$ cat src/rtl/alu_op_sequencer.sv
// -----------------------------------------------------------------------------
// alu_op_sequencer
//
// Drives an 8-bit ALU board that is loaded through a 4-bit nibble bus. A
// request (two bytes, a command and a carry) is accepted in IDLE. It is then
// streamed to the board as four nibbles: A lo, A hi, B lo, B hi. The sequencer
// waits SETTLE cycles for the board to settle, captures the result, and
// presents it on a valid/ready response port.
//
// Parameters
//   SELECT_W        width of the ALU command field
//   SETTLE          cycles (1..15) waited after the last nibble load
//   OP_COUNT_RESET  value op_count takes in reset (normally zero)
//
// Ports
//   clock, reset                    single clock, asynchronous active-low reset
//   req_valid/req_ready             request handshake
//   req_a, req_b, req_cmd, req_carry request payload
//   alu_arg, alu_select_args,       nibble load bus to the ALU board; the
//   alu_lo_hi_arg, alu_load_args    nibble index k = {alu_lo_hi_arg, alu_select_args}
//   alu_command, alu_carry_in       ALU function and carry, held per operation
//   alu_result, alu_flags,          ALU board outputs
//   alu_carry_out
//   rsp_valid/rsp_ready             response handshake
//   rsp_result, rsp_flags, rsp_carry response payload
//   abort                           synchronous cancel, returns to IDLE
//   busy                            high whenever an operation is in flight
//   op_count                        saturating count of completed responses
// -----------------------------------------------------------------------------
module alu_op_sequencer #(
    parameter int          SELECT_W       = 3,
    parameter int          SETTLE         = 1,
    parameter logic [15:0] OP_COUNT_RESET = 16'h0000
) (
    input  logic                clock,
    input  logic                reset,
    input  logic                req_valid,
    output logic                req_ready,
    input  logic [7:0]          req_a,
    input  logic [7:0]          req_b,
    input  logic [SELECT_W-1:0] req_cmd,
    input  logic                req_carry,
    output logic [3:0]          alu_arg,
    output logic                alu_select_args,
    output logic                alu_lo_hi_arg,
    output logic                alu_load_args,
    output logic [SELECT_W-1:0] alu_command,
    output logic                alu_carry_in,
    input  logic [7:0]          alu_result,
    input  logic [7:0]          alu_flags,
    input  logic                alu_carry_out,
    output logic                rsp_valid,
    input  logic                rsp_ready,
    output logic [7:0]          rsp_result,
    output logic [7:0]          rsp_flags,
    output logic                rsp_carry,
    input  logic                abort,
    output logic                busy,
    output logic [15:0]         op_count
);

    typedef enum logic [1:0] {
        S_IDLE,
        S_LOAD,
        S_SETTLE,
        S_RESP
    } state_t;

    // Counter value on the final settle cycle.
    localparam logic [3:0] SETTLE_LAST = 4'(SETTLE - 1);

    function automatic logic [3:0] pick_nibble(input logic [7:0] a,
                                               input logic [7:0] b,
                                               input logic [1:0] k);
        case (k)
            2'd0:    return a[3:0];
            2'd1:    return a[7:4];
            2'd2:    return b[3:0];
            default: return b[7:4];
        endcase
    endfunction

    function automatic logic [15:0] sat_inc(input logic [15:0] v);
        return (v == 16'hFFFF) ? v : v + 16'd1;
    endfunction

    // Control state
    state_t              state_q, state_d;
    logic [3:0]          step_q, step_d;
    logic [15:0]         count_q, count_d;

    // Stage 0: operands latched at transfer, nibble bus and command registers
    logic [7:0]          a_p0, a_d;
    logic [7:0]          b_p0, b_d;
    logic [SELECT_W-1:0] cmd_p0, cmd_d;
    logic                cin_p0, cin_d;
    logic [3:0]          arg_p0, arg_d;
    logic                sel_p0, sel_d;
    logic                lohi_p0, lohi_d;
    logic                load_p0, load_d;

    // Stage 1: captured ALU response
    logic [7:0]          res_p1, res_d;
    logic [7:0]          flags_p1, flags_d;
    logic                carry_p1, carry_d;
    logic                vld_p1, vld_d;

    logic [1:0]          next_k;

    assign req_ready = (state_q == S_IDLE) & ~abort;

    always_comb begin
        state_d = state_q;
        step_d  = step_q;
        count_d = count_q;
        a_d     = a_p0;
        b_d     = b_p0;
        cmd_d   = cmd_p0;
        cin_d   = cin_p0;
        arg_d   = arg_p0;
        sel_d   = sel_p0;
        lohi_d  = lohi_p0;
        load_d  = load_p0;
        res_d   = res_p1;
        flags_d = flags_p1;
        carry_d = carry_p1;
        vld_d   = vld_p1;
        next_k  = step_q[1:0] + 2'd1;

        case (state_q)
            S_IDLE: begin
                if (req_valid && req_ready) begin
                    // Nibble 0 goes out immediately so it lands on the next edge.
                    a_d     = req_a;
                    b_d     = req_b;
                    cmd_d   = req_cmd;
                    cin_d   = req_carry;
                    step_d  = 4'd0;
                    arg_d   = pick_nibble(req_a, req_b, 2'd0);
                    sel_d   = 1'b0;
                    lohi_d  = 1'b0;
                    load_d  = 1'b1;
                    state_d = S_LOAD;
                end
            end
            S_LOAD: begin
                if (step_q[1:0] == 2'd3) begin
                    // Bus values stay put through SETTLE; only the strobe drops.
                    load_d  = 1'b0;
                    step_d  = 4'd0;
                    state_d = S_SETTLE;
                end else begin
                    step_d = step_q + 4'd1;
                    arg_d  = pick_nibble(a_p0, b_p0, next_k);
                    sel_d  = next_k[0];
                    lohi_d = next_k[1];
                end
            end
            S_SETTLE: begin
                if (step_q == SETTLE_LAST) begin
                    res_d   = alu_result;
                    flags_d = alu_flags;
                    carry_d = alu_carry_out;
                    vld_d   = 1'b1;
                    state_d = S_RESP;
                end else begin
                    step_d = step_q + 4'd1;
                end
            end
            S_RESP: begin
                if (rsp_ready) begin
                    vld_d   = 1'b0;
                    count_d = sat_inc(count_q);
                    state_d = S_IDLE;
                end
            end
            default: begin
                state_d = S_IDLE;
                load_d  = 1'b0;
                vld_d   = 1'b0;
            end
        endcase

        // Abort wins over everything, including a response handshake.
        if (abort) begin
            state_d = S_IDLE;
            step_d  = 4'd0;
            load_d  = 1'b0;
            vld_d   = 1'b0;
            count_d = count_q;
        end
    end

    always_ff @(posedge clock or negedge reset) begin
        if (!reset) begin
            state_q  <= S_IDLE;
            step_q   <= 4'd0;
            count_q  <= OP_COUNT_RESET;
            a_p0     <= 8'd0;
            b_p0     <= 8'd0;
            cmd_p0   <= '0;
            cin_p0   <= 1'b0;
            arg_p0   <= 4'd0;
            sel_p0   <= 1'b0;
            lohi_p0  <= 1'b0;
            load_p0  <= 1'b0;
            res_p1   <= 8'd0;
            flags_p1 <= 8'd0;
            carry_p1 <= 1'b0;
            vld_p1   <= 1'b0;
        end else begin
            state_q  <= state_d;
            step_q   <= step_d;
            count_q  <= count_d;
            a_p0     <= a_d;
            b_p0     <= b_d;
            cmd_p0   <= cmd_d;
            cin_p0   <= cin_d;
            arg_p0   <= arg_d;
            sel_p0   <= sel_d;
            lohi_p0  <= lohi_d;
            load_p0  <= load_d;
            res_p1   <= res_d;
            flags_p1 <= flags_d;
            carry_p1 <= carry_d;
            vld_p1   <= vld_d;
        end
    end

    assign alu_arg         = arg_p0;
    assign alu_select_args = sel_p0;
    assign alu_lo_hi_arg   = lohi_p0;
    assign alu_load_args   = load_p0;
    assign alu_command     = cmd_p0;
    assign alu_carry_in    = cin_p0;
    assign rsp_valid       = vld_p1;
    assign rsp_result      = res_p1;
    assign rsp_flags       = flags_p1;
    assign rsp_carry       = carry_p1;
    assign busy            = (state_q != S_IDLE);
    assign op_count        = count_q;

endmodule
$ cat config.mk
export PLATFORM = sky130hd
export DESIGN_NAME = alu_op_sequencer
export DESIGN_NICKNAME = d
export VERILOG_FILES = /design/src/rtl/alu_op_sequencer.sv
export SDC_FILE = /design/constraint.sdc
export NUM_CORES = 1
export LEC_CHECK = 0
export CORE_ASPECT_RATIO = 1.25
export CORE_MARGIN = 1.5
export CORE_UTILIZATION = 48
export DETAILED_ROUTE_END_ITERATION = 12
export PLACE_DENSITY = 0.79
export SETUP_SLACK_MARGIN = 0.4
export SLEW_MARGIN = 20
export SYNTH_ARGS = -nofsm -noshare
export SYNTH_HDL_FRONTEND = slang
export SYNTH_SLANG_ARGS = --single-unit
$ cat constraint.sdc
create_clock -name clock -period 2.1 [get_ports clock]
set_input_delay 0.42 -clock clock [delete_from_list [all_inputs] [get_ports clock]]
set_output_delay 0.42 -clock clock [all_outputs]
set_load 0.1 [all_outputs]
==> results.yml <==
yosys:
  ys_types: 46
  netlist.area_leader.share_pct: 52.2
  synth_cells: 261
  yosysTopAreaCell: "dfrtp_1"
  synthesis.area_um2: 3210
  yosysMostFrequentCell: "dfrtp_1"
  synth_common_cells: "67 x dfrtp_1, 38 x mux2_2, 16 x inv_1, 14 x nand2_1"
  synthArstFlopShare_pct: 100
  synth_area_leaders: "dfrtp_1 52%, mux2_2 13%, ha_1 5.1%, xnor2_1 1.9%, inv_1 1.9%"
  ys_ff_latch: 67
  yosys_warnings: 0
  synth_fp_nets: 316
  synth.avg_cell_area_um2: 12.3
  seq_area_frac_synth_pct: 52.2
  synth-edff-count: 0
  synthFlopType: "dfrtp_1"
floorplanning:
  dieHeight_um: 94.4
  num_io_pins: 89
  core_area_um2: 6520
  die_width_um: 76.1
  dieArea_um2: 7190
  initial_utilization_pct: 49.2
  num_rows: 33
sta:
  relSlewSlack_pct: 57.4
  rsz0062_at_grt: "yes"
  fin_crit_sh_pct: 85.3
  finalSetupTns_ns: 0
  finalHoldViolCount: 0
  finalSetupViolations: 0
  period_needed_ns: 1.79
  fin_hold_ws_ns: 0.0959
  worst_slew_pin_slew_ns: 0.639
  fmax_ghz: 0.558
  skew_ns: 0.00781
  drv_slew: 0
cells_and_area:
  final_nets: 439
  fillerInstances: 482
  n_antenna_cell: 0
  ff_latch_area_um2: 1740
  synthToLayoutAreaGrowth_pct: 50.2
  multiInputGateArea_um2: 1580
  final-instance-count-excl-fill: 476
  drive_above_1_share_pct: 47.0
worst_setup_path:
  cp-end-kind: "primary output"
  critPathLaunchType: "register"
  reg2reg_depth: 7
  worst-setup-path-type: "reg2out"
  critPathRequiredTime_ns: 1.68
  cp_max_fo: 3
  cp.arrival_ns: 1.37
detailed_routing:
  highest_layer: "met4"
  vias: 2542
  drtPass1Iterations: 4
  drtIter0Drc: 73
  wl_per_cell_um: 16.1
  drt-met1-wl_um: 3150
  avgViaCountPerCell: 5.34
  wl_met3_um: 357
  postRouteAntennaNets: 0
  drc_errors: 0
  met2_length_um: 4020
  drt-total-wl_um: 7680
clock_network:
  cts_tree: "built"
  clkSinkCount: 67
  clock_latency_ns: 0.34
  cts_buffers: 9
  root_buffer: "clkbuf_8"
  cts.htree.levels: 3
  clk_pin_slew_ns: 0.08
  cts_buffer_depth: 2
pwr:
  ir_worst_vdd_mv: 1.36
  p_per_area_nw_per_um2: 1690
  p_leak_nw: 2.14
grt:
  grt_pass1_wl_um: 12100
  grt_max_degree: 33
  grt-ovfl-total: 0
  grt_pass1_vias: 2549
  antenna_found_initial: 0
  grt_usage_pct: 21.4
worst_hold_path:
  hp-class: "in2async"
place:
  gp_congestion: 0.900
  io_buffers: 88
  dp_cells: 437
  hpwl_um: 5190
flow_run:
  cap_violations: 0
outcome:
  outcome: "finished, final reports clean"
## stage by stage
stage                     setup slack, ns  utilization, %  total power, mW  cell area (um^2)
after global routing                0.231            73.9             8.50              4820
after global placement              0.135            65.3             6.43              4260
after floorplan                   -0.0725               -             5.49              3320
after CTS                           0.278            71.4             7.97              4660
final                               0.309            73.9             8.15              4820
after detailed placement           0.0767            65.3             6.50              4260
## worst paths after layout
kind	end	slack (ns)	from
min	b_p0[7]	0.1	reset
min in group clock	a_p0[0]	0.50	a_p0[0]
max	req_ready	0.31	state_q[1]
max reg2reg	step_q[3]	0.32	state_q[0]
min reg2reg	a_p0[0]	0.50	a_p0[0]
max in group asynchronous	op_count[11]	1.39	reset
## worst max-delay path, stage by stage, from the launching register on
cell and delay (ns):
dfrtp_1 0.39, inv_2 0.09, ha_4 0.15, clkinvlp_4 0.09
nor2_4 0.12, buf_12 0.18
## power by group
group | switching, mW | internal, mW | total (mW)
logic | 3.25 | 1.59 | 4.84
registers | 0.281 | 1.78 | 2.06
clock network | 0.533 | 0.714 | 1.25
total | 4.06 | 4.08 | 8.15
## area by class of cell
| class | count | area share, % |
|---|---|---|
| clock buffer | 10 | 2.85 |
| multi-input combinational | 170 | 32.7 |
| sequential | 67 | 36.0 |
| timing repair buffer | 120 | 22.8 |
| inverter | 16 | 1.38 |
| clock inverter | 6 | 1.97 |
| tap | 87 | 2.26 |
## layout by cell type (no fill, tap or decap), drive strengths merged, types with 2 or more instances in the layout
master and count:
clkbuf 12, xor2 5, xnor2 7, o21ai 11, clkinv 2, nor2b 4
nor3 2, and4 2, nand4 5, nor2 13, nand2b 2, a21oi 4
clkdlybuf4s50 40, a22oi 3, dfrtp 67, nand2 14, nor4 3, mux2i 4
o31ai 3, bufinv 2, a222oi 4, ha 13, mux2 38, o22a 4
buf 78, nand3 8, nand4b 2, inv 17, nand3b 2
## state kept, by name, summed over array words and instances (netlist names)
| name | cells |
|---|---|
| rsp_result | 8 |
| alu_carry_in | 1 |
| a_p0 | 8 |
| rsp_valid | 1 |
| state_q | 2 |
| alu_load_args | 1 |
| alu_command | 3 |
| alu_select_args | 1 |
| rsp_flags | 8 |
| alu_lo_hi_arg | 1 |
| alu_arg | 4 |
| op_count | 16 |
| rsp_carry | 1 |
| b_p0 | 8 |
| step_q | 4 |
## cells by family (layout without fill, tap and decap cells)
| family | Yosys count | in the layout | share of synthesized area [%] |
|---|---|---|---|
| compound gates | 39 | 39 | 9.32 |
| xor+xnor | 12 | 12 | 3.27 |
| mux | 42 | 42 | 14.6 |
| buf+inv | 24 | 152 | 3.43 |
| simple gates | 64 | 64 | 12.1 |
| fa+ha+maj | 13 | 13 | 5.07 |
| flops | 67 | 67 | 52.2 |
## layer usage
| layer | vias up | global-route usage [%] |
|---|---|---|
| li1 | 1185 | - |
| met1 | 1265 | 25.4 |
| met2 | 77 | 37.2 |
| met3 | 15 | 5.31 |
| met4 | 0 | 9.41 |
| met5 | - | 0 |
## what timing repair did
action,in CTS,in global routing
hold buffers,0,0
resized for setup,13,17
pin swaps,4,11
endpoints found under the setup margin,25,39
setup buffers,14,6
gates cloned,1,2
Power figures use the tool's default switching activity.
